--- src/rtl/io_memory_bank.sv ---
// ---------------------------------------------------------------------------
// io_memory_bank
//   Memory-mapped I/O bank for the PicoRV32 native memory bus. Provides
//   NUM_OUT byte-writable 32-bit output registers, each with a one-cycle
//   update strobe, and an inbound 32-bit FIFO with status, a sticky overflow
//   flag and a not-empty interrupt. Only addresses inside the 256-byte window
//   starting at BASE_ADDR are answered; everything else is left to other
//   slaves on the bus.
//
//   Address map (word offsets inside the window, mem_addr[1:0] ignored):
//     0x00 + 4*i  OUT[i]  (i < NUM_OUT), read/write, byte strobes honoured
//     0x80        FIFO data, read pops the head word (0 when empty)
//     0x84        STATUS: [0] empty, [1] full, [2] overflow, [15:8] count;
//                 writing wdata[2]=1 with wstrb[0]=1 clears overflow
//     other       read 0, write ignored, still acknowledged
//
// Ports:
//   clk        in   system clock
//   resetn     in   asynchronous active-low reset
//   mem_valid  in   request valid
//   mem_ready  out  one-cycle acknowledge, one cycle after acceptance
//   mem_addr   in   byte address
//   mem_wdata  in   write data
//   mem_wstrb  in   byte strobes, 0 = read
//   mem_rdata  out  read data, valid while mem_ready=1, otherwise 0
//   out_data   out  output registers, channel i at [32*i+31:32*i]
//   out_en     out  per-channel update strobe, coincident with mem_ready
//   in_strobe  in   FIFO push request (no backpressure)
//   in_data    in   FIFO push data
//   irq        out  FIFO not empty (registered)
// ---------------------------------------------------------------------------
module io_memory_bank #(
   parameter int          NUM_OUT   = 4,
   parameter logic [31:0] BASE_ADDR = 32'h0200_0000,
   parameter int          IN_DEPTH  = 8
) (
   input  logic                   clk,
   input  logic                   resetn,
   input  logic                   mem_valid,
   output logic                   mem_ready,
   input  logic [31:0]            mem_addr,
   input  logic [31:0]            mem_wdata,
   input  logic [3:0]             mem_wstrb,
   output logic [31:0]            mem_rdata,
   output logic [32*NUM_OUT-1:0]  out_data,
   output logic [NUM_OUT-1:0]     out_en,
   input  logic                   in_strobe,
   input  logic [31:0]            in_data,
   output logic                   irq
);

   localparam int          PW       = $clog2(IN_DEPTH);
   localparam int          CW       = PW + 1;
   localparam logic [5:0]  NOUT_W   = 6'(NUM_OUT);
   localparam logic [CW-1:0] DEPTH_C = CW'(IN_DEPTH);

   // Bus response and output channel state
   logic                        r_ready;
   logic [31:0]                 r_rdata;
   logic [NUM_OUT-1:0][31:0]    r_out;
   logic [NUM_OUT-1:0]          r_out_en;

   // Inbound FIFO state
   logic [31:0]                 r_mem [IN_DEPTH];
   logic [PW-1:0]               r_rd_ptr;
   logic [PW-1:0]               r_wr_ptr;
   logic [CW-1:0]               r_count;
   logic                        r_ovf;
   logic                        r_irq;

   logic                        w_in_win;
   logic                        w_accept;
   logic                        w_is_read;
   logic [4:0]                  w_word;
   logic                        w_sel_out;
   logic                        w_sel_fifo;
   logic                        w_sel_stat;
   logic                        w_empty;
   logic                        w_full;
   logic                        w_pop;
   logic                        w_push;
   logic                        w_ovf_set;
   logic                        w_ovf_clr;
   logic [CW-1:0]               w_count_nxt;
   logic [31:0]                 w_status;
   logic [31:0]                 w_out_rd;
   logic [31:0]                 w_rd_val;
   logic                        w_unused_addr;

   // Address decode and handshake
   assign w_in_win   = (mem_addr[31:8] == BASE_ADDR[31:8]);
   // !r_ready keeps a request that is still held during its ack cycle from
   // being accepted a second time.
   assign w_accept   = mem_valid && !r_ready && w_in_win;
   assign w_is_read  = (mem_wstrb == 4'b0000);
   assign w_word     = mem_addr[6:2];
   assign w_sel_out  = !mem_addr[7] && ({1'b0, w_word} < NOUT_W);
   assign w_sel_fifo = (mem_addr[7:2] == 6'h20);
   assign w_sel_stat = (mem_addr[7:2] == 6'h21);
   assign w_unused_addr = &{1'b0, mem_addr[1:0]};

   // FIFO control. A pop in the same cycle frees the slot the push needs, so
   // a full FIFO still accepts the push and no overflow is flagged.
   assign w_empty   = (r_count == '0);
   assign w_full    = (r_count == DEPTH_C);
   assign w_pop     = w_accept && w_sel_fifo && w_is_read && !w_empty;
   assign w_push    = in_strobe && (!w_full || w_pop);
   assign w_ovf_set = in_strobe && w_full && !w_pop;
   assign w_ovf_clr = w_accept && w_sel_stat && mem_wstrb[0] && mem_wdata[2];

   assign w_status  = {16'h0000, 8'(r_count), 5'b00000, r_ovf, w_full, w_empty};

   always_comb begin
      w_count_nxt = r_count;
      if (w_push && !w_pop) begin
         w_count_nxt = r_count + 1'b1;
      end else if (w_pop && !w_push) begin
         w_count_nxt = r_count - 1'b1;
      end
   end

   // Read data mux; writes return 0
   always_comb begin
      w_out_rd = '0;
      for (int i = 0; i < NUM_OUT; i++) begin
         if (w_word == 5'(i)) begin
            w_out_rd = r_out[i];
         end
      end
      w_rd_val = '0;
      if (w_is_read) begin
         if (w_sel_out) begin
            w_rd_val = w_out_rd;
         end else if (w_sel_fifo) begin
            w_rd_val = w_empty ? 32'h0 : r_mem[r_rd_ptr];
         end else if (w_sel_stat) begin
            w_rd_val = w_status;
         end
      end
   end

   // Registered response, output channels and FIFO bookkeeping
   always_ff @(posedge clk or negedge resetn) begin
      if (!resetn) begin
         r_ready  <= 1'b0;
         r_rdata  <= '0;
         r_out    <= '0;
         r_out_en <= '0;
         r_rd_ptr <= '0;
         r_wr_ptr <= '0;
         r_count  <= '0;
         r_ovf    <= 1'b0;
         r_irq    <= 1'b0;
      end else begin
         r_ready <= w_accept;
         r_rdata <= w_accept ? w_rd_val : 32'h0;

         for (int i = 0; i < NUM_OUT; i++) begin
            r_out_en[i] <= w_accept && w_sel_out && !w_is_read && (w_word == 5'(i));
            for (int b = 0; b < 4; b++) begin
               if (w_accept && w_sel_out && (w_word == 5'(i)) && mem_wstrb[b]) begin
                  r_out[i][8*b +: 8] <= mem_wdata[8*b +: 8];
               end
            end
         end

         if (w_pop) begin
            r_rd_ptr <= r_rd_ptr + 1'b1;
         end
         if (w_push) begin
            r_wr_ptr <= r_wr_ptr + 1'b1;
         end
         r_count <= w_count_nxt;

         // Set has priority over a clear arriving in the same cycle
         if (w_ovf_set) begin
            r_ovf <= 1'b1;
         end else if (w_ovf_clr) begin
            r_ovf <= 1'b0;
         end

         r_irq <= (w_count_nxt != '0);
      end
   end

   // FIFO storage carries no reset; only words behind valid pointers are read
   always_ff @(posedge clk) begin
      if (w_push) begin
         r_mem[r_wr_ptr] <= in_data;
      end
   end

   assign mem_ready = r_ready;
   assign mem_rdata = r_rdata;
   assign out_data  = r_out;
   assign out_en    = r_out_en;
   assign irq       = r_irq;

endmodule
--- config.mk ---
export PLATFORM = sky130hd
export DESIGN_NAME = io_memory_bank
export DESIGN_NICKNAME = d
export VERILOG_FILES = /design/src/rtl/io_memory_bank.sv
export SDC_FILE = /design/constraint.sdc
export NUM_CORES = 1
export LEC_CHECK = 0
export CAP_MARGIN = 10
export CELL_PAD_IN_SITES_DETAIL_PLACEMENT = 1
export CELL_PAD_IN_SITES_GLOBAL_PLACEMENT = 2
export CORE_ASPECT_RATIO = 1.25
export CORE_MARGIN = 2
export CORE_UTILIZATION = 43
export DETAILED_ROUTE_END_ITERATION = 10
export PLACE_DENSITY = 0.82
export SYNTH_ARGS = -nofsm -noshare
export SYNTH_HDL_FRONTEND = slang
export SYNTH_SLANG_ARGS = --single-unit
--- constraint.sdc ---
create_clock -name clk -period 8.19 [get_ports clk]
set_input_delay 1.2285 -clock clk [delete_from_list [all_inputs] [get_ports clk]]
set_output_delay 1.2285 -clock clk [all_outputs]
set_load 0.02 [all_outputs]
==> metrics.txt, run 1 <==
fin worst setup slack 3.44 ns; synthesized cell area 17300 sq um; Cells after DPL ~1.7k; clk_skew 0.0205 ns; Setup Viol. Count Final 0; Power, Total 4.96 mW; setup TNS 0 ns; status finished clean; initial DRC count 513; Worst R2R End r_mem[4][23]$_DFFE_PP_; die area 42000 sq um; ys async rst share 0.409; PwrDens approximately 230 nW/um^2; peak supply drop 0.000143 V; Slew HR 0.384; Area contributors post-synth edfxtp_1 44%, dfrtp_1 26%, mux4_2 12%; dpl cell area between 20000 and 25000 sq um; met3 routed wirelength ~2.4 mm; clock buffer depth 3; WP data required about 8.4 ns; share of layout cells above drive strength 1 0.279; Mean Syn Cell Area 18.6 sq um; gr ovfl total 0; CTS resizes 0; initial core utilization 0.435; RePlAce Congestion 0.793; Total GRT Usage 0.219; Total Wirelength 45.6 mm; Setup Fix Bufs, Post-CTS 0; Syn-to-layout area delta 26.9%; Startpoint Class input pin; Clk network pwr share 0.383; Mapped Nets 1038; post-route cell area 22000 sq um; CP Class in2reg; FF-to-FF setup slack 4.20 ns; Power Internal 3.81 mW; final hold slack 0.522 ns; Routed Antenna Nets 0; Seq pwr share 0.527; hold path depth 1; endpoints failing hold 0; min-delay src r_ovf$_DFFE_PN0P_; #FFs+latches synth 433; Setup WS pre-CTS 2.82 ns; Comb power frac 0.090; Syn. warnings 0; die width 184 um; hold_buf cts 0; drt wl/cell 26.1 um; prevailing post-synth register cell edfxtp_1; Final Util 0.551; DR vias 9743; worst slew pin tran 0.924 ns; Fmax ~210 MHz; routed length on met1 19.0 mm; IO Pins 270; drt via density 5.59; Nets 1318; fin crit share 0.580; post-synth top area share 0.443; Max H-tree Level 2; Crit. End Element register; r2r worst-path depth 10; top-count cell post-synth edfxtp_1; Switch Pwr 1.15 mW; area leader, netlist edfxtp_1; vias in the first global route between 10k and 15k; worst skew pair latency 0.55 ns; top fanout value on the critical path 35; DPL Wire Length 30.1 mm; Port Buf Inserts 267; RSZ-0062 raised after global routing false; Root Buffer Master clkbuf_16; Period minus WS final 4.75 ns; CTS tree built; Highest Signal Layer met5; CTS Buf Count 42; Sinks on Clock Net between 400 and 500; row cnt 82; Syn Inst Count 930; met2 WL 22.8 mm; initial antenna violation count 4; max cap viols 0; Sw Ratio 0.231; hold worst-path end r_ovf$_DFFE_PN0P_; Netlist cell types 42; Initial DRT Pass Iterations 5; Core ar. 39900 sq um; Leak 8.17 nW; Synth top cells by count 256 x edfxtp_1, 177 x dfrtp_1, 161 x mux2_2, 90 x mux4_2, 47 x nor2_1; number of synthesized flops with an enable pin 256; reg-to-reg startpoint r_count[1]$_DFF_PN0_; Die Y-Extent approximately 230 um; Hold Crit Class reg2reg; Seq/Total Area, Yosys 0.699; CTS clk-pin slew, worst paths ~0.06 ns; largest net degree at the start of global routing 76; first-pass GRT wire length 68.3 mm; Critical Path AT roughly 5.0 ns; Residual DRC 0; Non-Filler Instances around 1.7k; Final Max Tran Viols 0
critical path: stages:
cell             delay [ns]
clkdlybuf4s50_1        0.46
or4_4                  0.58
nor3_4                 0.19
buf_4                  0.41
nand3_1                0.36
a21boi_1               0.45
nand2b_1               0.31
nor2_4                 0.51
buf_4                  0.41
how the worst max path moves through the flow:
| stage | start | to | slack [ns] | cells past startpoint |
|---|---|---|---|---|
| 6_report | mem_addr[5] | r_mem[4][23]$_DFFE_PP_ | 3.44 | 9 |
| 2_1_floorplan | mem_addr[2] | r_mem[0][0]$_DFFE_PP_ | 2.57 | 7 |
| 4_1_cts | mem_addr[5] | r_mem[4][25]$_DFFE_PP_ | 3.37 | 9 |
| 5_1_grt | mem_addr[5] | r_mem[4][23]$_DFFE_PP_ | 3.14 | 9 |
| 3_5_place_dp | mem_addr[5] | r_mem[4][22]$_DFFE_PP_ | 2.82 | 9 |
| 3_3_place_gp | mem_addr[5] | r_mem[4][19]$_DFFE_PP_ | 2.86 | 9 |
cells by family after synthesis:
logic type                 count (synthesis)  synth area share
DFF                                      433             0.699
muxes                                    259             0.226
and+or+nand+nor                          127            0.0364
buffers and inverters                     51            0.0115
AOI/OAI and AO/OA                         50            0.0216
xor gates and xnor gates                   6           0.00303
adders and majority gates                  4           0.00289
state kept, by name (all words and copies together), names as in the netlist:
register and count:
r_count 4, r_wr_ptr 3, r_rd_ptr 3, out_en 4
mem_ready 1, r_mem 256, mem_rdata 32, irq 1
r_ovf 1, out_data 128
cell usage in the layout, fill, tap and decap left out, types with 8 or more instances in the layout:
| cell | Yosys | routed |
|---|---|---|
| mux2_2 | 161 | 161 |
| a22oi_1 | 25 | 25 |
| mux4_2 | 90 | 90 |
| buf_4 | 2 | 18 |
| clkdlybuf4s50_1 | 0 | 264 |
| a221oi_1 | 11 | 11 |
| clkbuf_8 | 0 | 8 |
| clkbuf_16 | 0 | 44 |
| edfxtp_1 | 256 | 256 |
| dfrtp_1 | 177 | 175 |
| nor2_1 | 47 | 41 |
| mux2i_1 | 8 | 8 |
| clkbuf_1 | 36 | 8 |
| nand2_1 | 29 | 29 |
power groups by stage:
stage | clock network (mW) | logic (mW) | registers, mW
2_1_floorplan | 0 | 0.223 | 2.63
3_3_place_gp | 0 | 0.442 | 2.64
3_5_place_dp | 0 | 0.454 | 2.66
4_1_cts | 1.94 | 0.458 | 2.62
5_1_grt | 2.01 | 0.485 | 2.63
6_report | 1.90 | 0.447 | 2.61
layer usage:
layer | up-vias | global-route usage
li1 | 4243 | -
met1 | 5151 | 0.288
met2 | 276 | 0.369
met3 | 67 | 0.0400
met4 | 6 | 0.0723
met5 | - | 0
area by class of cell:
type	count	area, sq um
diodes	1	2.50
clock buffers	60	1240
clock inverters	13	111
fillers	3643	17900
inverters	2	7.51
multi-input cells	446	5090
flip-flops and latches	433	12100
well taps	504	631
repair buffers	285	2800
(Power assumes the default switching activity.)
==> run 2, diff against run 1 <==
--- a/config.mk
+++ b/config.mk
@@ -10,9 +10,9 @@
 export CELL_PAD_IN_SITES_GLOBAL_PLACEMENT = 2
 export CORE_ASPECT_RATIO = 1.25
 export CORE_MARGIN = 2
-export CORE_UTILIZATION = 43
+export CORE_UTILIZATION = 40
 export DETAILED_ROUTE_END_ITERATION = 10
-export PLACE_DENSITY = 0.82
+export PLACE_DENSITY = 0.77
 export SYNTH_ARGS = -nofsm -noshare
 export SYNTH_HDL_FRONTEND = slang
 export SYNTH_SLANG_ARGS = --single-unit
==> constraint.sdc (replaced) <==
create_clock -name clk -period 4.4 [get_ports clk]
set_input_delay 0.66 -clock clk [delete_from_list [all_inputs] [get_ports clk]]
set_output_delay 0.66 -clock clk [all_outputs]
set_load 0.02 [all_outputs]
==> run 2 against run 1 <==
Compared with the run above: global-route usage down 1.2 points; utilization is 3.2 points lower; sequential share of layout area decreased by 0.76 points; die area grew 7.3%; largest power group unchanged; non-clock buffer count is 12 higher; total power is 90% higher; register-to-register slack got worse by 2.8 ns; combinational power is 97% higher; first-iteration DRC count up 6.8%; critical path depth unchanged; highest routed layer unchanged.
==> metrics.txt, run 2 (synthesis results as in run 1) <==
Port Buf Inserts 267; most frequent cells in the layout 264 x clkdlybuf4s50_1, 256 x edfxtp_1, 175 x dfrtp_1; setup TNS 0 ns; Initial DRT Pass Iterations 4; Fmax 306 MHz; initial antenna violation count 2; Sw Ratio 0.238; commonest non-fill, non-tap cell in the layout clkdlybuf4s50_1; Routed Antenna Nets 0; drt wl/cell 25.2 um; die width 190 um; Startpoint Class input pin; crit-path cells clkdlybuf4s50_1 -> nor4_2 -> and4_1 -> nand3_1 -> a21boi_1 -> buf_4 -> nand2b_1 -> nor2_4 -> buf_4; dpl cell area 20900 sq um; Syn-to-layout area delta 28.6%; CP delay by family, top simple AND/OR/NAND/NOR gates; Power Internal 7.16 mW; FF-to-FF setup slack 1.41 ns; Die Y-Extent approximately 240 um; CTS resizes 0; Total Wirelength 46.1 mm; Total GRT Usage 0.207; Max H-tree Level 2; drt via density about 5.3; clk_skew 0.0147 ns; Slew HR 0.268; n_diodes 0; Final Util 0.519; WP buf/inv 3; Comb power frac 0.094; Seq pwr share 0.517; Power, Total approximately 9.4 mW; vias in the first global route 10.5k; share of layout cells above drive strength 1 0.289; largest net degree at the start of global routing 99; status finished clean; post-route cell area 22300 sq um; Switch Pwr 2.24 mW; register with the most flip-flops r_mem; Residual DRC 0; CTS clk-pin slew, worst paths 0.06 ns; Cells after DPL 1743; fill count roughly 4k; max reg flops ~260; CTS Buf Count 44; Non-Filler Instances between 1.5k and 2k; cell mode on critical path buf_4; hold_buf cts 0; initial core utilization 0.404; IO Pins 270; Root Buffer Master clkbuf_16; worst slew pin tran between 1 and 1.5 ns; peak supply drop 0.000312 V; Nets 1332; Final Max Tran Viols 0; top fanout value on the critical path 8; Period minus WS final 3.27 ns; RSZ-0062 raised after global routing false; initial DRC count 548; Crit. End Element register; slowest stage delay, CP 0.56 ns; PwrDens ~420 nW/um^2; Setup Viol. Count Final 0; Sinks on Clock Net 433; Hold Crit Class in2async; endpoints failing hold 0; CTS tree built; Core ar. 43000 sq um; DR vias 9717; max cap viols 0; fin crit share 0.743; RePlAce Congestion 0.785; CP Class in2reg; first-pass GRT wire length approximately 69 mm; Clk network pwr share 0.389; row cnt between 80 and 90; Setup Fix Bufs, Post-CTS 0; WP data required 4.65 ns; DPL Wire Length 31.1 mm; slowest CP cell clkdlybuf4s50_1; gr ovfl total 0; Leak about 8.3 nW; clock buffer depth 3; Critical Path AT 3.52 ns; die area 45000 sq um; worst skew pair latency ~0.56 ns
==> run 2: stage by stage <==
step / hold slack [ns] / worst slack (ns)
2_1_floorplan: 0.364 / 0.202
3_3_place_gp: 0.498 / 0.564
3_5_place_dp: 0.516 / 0.567
4_1_cts: 0.171 / 1.12
5_1_grt: 0.196 / 0.960
6_report: 0.148 / 1.13
==> run 2: path summary, 6_finish.rpt <==
kind	endpoint	cells past startpoint	startpoint
worst max-delay path	r_mem[2][3]$_DFFE_PP_	9	mem_wstrb[0]
worst min-delay path	mem_rdata[5]$_DFF_PN0_	1	resetn
worst max register to register	irq$_DFF_PN0_	9	r_count[0]$_DFF_PN0_
worst min register to register	out_data[11]$_DFFE_PN0P_	1	out_data[11]$_DFFE_PN0P_
max in group asynchronous	out_data[82]$_DFFE_PN0P_	2	resetn
min in group clk	out_data[11]$_DFFE_PN0P_	1	out_data[11]$_DFFE_PN0P_
==> run 2: area by class of cell <==
| cell class | count | area (sq um) | area share |
|---|---|---|---|
| multi-input combinational | 446 | 5100 | 0.229 |
| timing repair buffer | 297 | 2960 | 0.133 |
| inverter | 2 | 7.51 | 0.000336 |
| clock inverter | 24 | 219 | 0.00981 |
| sequential | 433 | 12100 | 0.543 |
| tap | 565 | 707 | 0.0317 |
| clock buffer | 57 | 1190 | 0.0533 |
==> run 2: per-layer routing <==
layer / GRT usage / wire length (um) / vias to the layer above
met5: 0 / 28 / -
met4: 0.0597 / 1110 / 4
met3: 0.0382 / 2460 / 69
met2: 0.356 / 23500 / 294
met1: 0.268 / 19000 / 5089
li1: - / - / 4261
==> run 2: worst reg2reg max path, cell delays in order, from the launching register on <==
cell and delay (ns):
dfrtp_1 0.44, inv_1 0.11, ha_1 0.26, nor3b_1 0.21
nor3_4 0.20, buf_4 0.42, and3_1 0.40, mux2i_1 0.22
a21oi_1 0.08, or4_1 0.53
==> run 2: power groups by stage <==
stage               registers, mW  logic [mW]  clock network (mW)
floorplan                    4.89       0.418                   0
global placement             4.91       0.884                   0
detailed placement           4.94       0.904                   0
CTS                          4.87       0.913                3.76
global route                 4.89       0.965                3.89
finish                       4.86       0.882                3.66
==> run 3, diff against run 2 <==
==> constraint.sdc (replaced) <==
create_clock -name clk -period 3.24 [get_ports clk]
set_input_delay 0.486 -clock clk [delete_from_list [all_inputs] [get_ports clk]]
set_output_delay 0.486 -clock clk [all_outputs]
set_load 0.02 [all_outputs]
==> run 3 against run 2 <==
Compared with the run above: hold slack better by 0.36 ns; critical path depth stayed put; clock skew grew 0.0087 ns; die area unchanged; count of clock-buffer cells in the layout up 5; flip-flop and latch count is the same; sequential share of layout area down 0.94 points; register-to-register slack worse by 0.87 ns; first-iteration DRC count down 6.8%; critical endpoint is now irq$_DFF_PN0_; highest routed layer unchanged.
==> metrics.txt, run 3 (synthesis results as in run 1) <==
status finished clean; CTS clk-pin slew, worst paths about 0.060 ns; fill count 3974; die width 190 um; PwrDens ~560 nW/um^2; Setup Viol. Count Final 0; Syn-to-layout area delta 30.9%; clk_skew 0.0233 ns; r2r worst-path depth 9; Worst R2R End irq$_DFF_PN0_; Cells after DPL 1779; Comb power frac 0.102; Routed Antenna Nets 0; CTS resizes 0; max reg flops 256; Root Buffer Master clkbuf_16; Multi-input gate area 5140 sq um; first-pass GRT wire length 70.0 mm; fin worst setup slack 0.539 ns; endpoints failing hold 0; CTS tree built; vias in the first global route between 10k and 15k; Setup WS pre-CTS -0.0585 ns; Leak 8.47 nW; Switch Pwr 3.06 mW; Clk network pwr share 0.381; CP Class reg2reg; top fanout value on the critical path 6; Residual DRC 0; IO Pins 270; peak supply drop 0.000405 V; largest net degree at the start of global routing 77; hold_buf cts 1; reg-to-reg startpoint r_count[0]$_DFF_PN0_; Power Internal between 9 and 10 mW; Slew HR 0.419; Seq pwr share 0.517; initial DRC count between 500 and 600; Nets approximately 1.4k; initial core utilization 0.404; fin crit share 0.834; Final Util 0.528; Sinks on Clock Net 433; Total GRT Usage 0.209; gr ovfl total 0; DR vias 9879; Hold Crit Class in2async; most frequent cells in the layout 264 x clkdlybuf4s50_1, 256 x edfxtp_1, 175 x dfrtp_1; Period minus WS final 2.70 ns; drt via density 5.31; Crit. End Element register; Die Y-Extent 237 um; FF-to-FF setup slack roughly 0.54 ns; worst skew pair latency 0.58 ns; Total Wirelength 46.3 mm; die area 45000 sq um; Setup Fix Bufs, Post-CTS 0; final hold slack 0.503 ns; commonest non-fill, non-tap cell in the layout clkdlybuf4s50_1; Initial DRT Pass Iterations 4; CTS Buf Count 43; Final Max Tran Viols 0; Max H-tree Level 2; drt wl/cell 24.9 um; RSZ-0062 raised after global routing false; Critical Path AT 3.13 ns; max cap viols 0; Sw Ratio 0.240; share of layout cells above drive strength 1 0.308; Reg area 12100 sq um; Port Buf Inserts 267; DPL Wire Length approximately 32 mm; clock buffer depth 3; row cnt 85; register with the most flip-flops r_mem; Core ar. 43000 sq um; RePlAce Congestion 0.798; Power, Total between 10 and 15 mW; initial antenna violation count 3; Fmax between 300 and 400 MHz; worst slew pin tran 0.871 ns; Non-Filler Instances ~1.9k; WP data required 3.67 ns; Startpoint Class register
run 3: cell count changes in the layout (fill, tap and decap cells not counted), moves of 2 or more:
cell / change
buf_4: +27
buf_12: +9
clkbuf_1: +5
clkinv_2: -4
clkinv_1: -3
clkbuf_8: +2
diode_2: +2
run 3: metal layers:
layer | global-route usage | share of wire | vias to the layer above
met5 | 0 | 0.00067 | -
met4 | 0.0630 | 0.027 | 4
met3 | 0.0382 | 0.053 | 77
met2 | 0.351 | 0.50 | 268
met1 | 0.279 | 0.42 | 5195
li1 | - | - | 4335
run 3: worst max-delay path, stage by stage, from the launching register on:
cell and delay [ns]:
dfrtp_1 0.45, inv_1 0.13, ha_1 0.21, nor3b_1 0.51
nor3_4 0.12, and3_1 0.28, buf_4 0.16, mux2i_1 0.11
o22a_1 0.20, or4_1 0.40
run 3: final cells by class:
type,instances,share of cell area
Clock buffer,62,0.0527
Clock inverter,16,0.00727
Inverter,2,0.000331
Sequential cell,433,0.534
Timing Repair Buffer,334,0.148
Multi-Input combinational cell,446,0.226
Tap cell,565,0.0311
Antenna cell,2,0.000220
run 3: how the worst max path moves through the flow:
stage                                     from                       end
after floorplan                   mem_wstrb[1]     r_mem[3][0]$_DFFE_PP_
after global placement            mem_addr[31]  out_data[26]$_DFFE_PN0P_
after detailed placement          mem_addr[23]  out_data[31]$_DFFE_PN0P_
after CTS                  mem_ready$_DFF_PN0_  out_data[25]$_DFFE_PN0P_
after global routing      r_count[0]$_DFF_PN0_             irq$_DFF_PN0_
final                     r_count[0]$_DFF_PN0_             irq$_DFF_PN0_
run 3: through the flow:
| step | instance area [sq um] | setup TNS, ns |
|---|---|---|
| floorplan | 17400 | -6.18 |
| global placement | 21300 | -0.102 |
| detailed placement | 21300 | -0.405 |
| CTS | 22700 | 0 |
| global route | 22700 | 0 |
| finish | 22700 | 0 |
run 3: power groups by stage:
stage,clock [mW],sequential [mW],combinational (mW)
6_report,4.87,6.60,1.30
5_1_grt,5.20,6.64,1.40
4_1_cts,4.99,6.61,1.33
3_5_place_dp,0,6.71,1.32
3_3_place_gp,0,6.67,1.29
2_1_floorplan,0,6.64,0.612
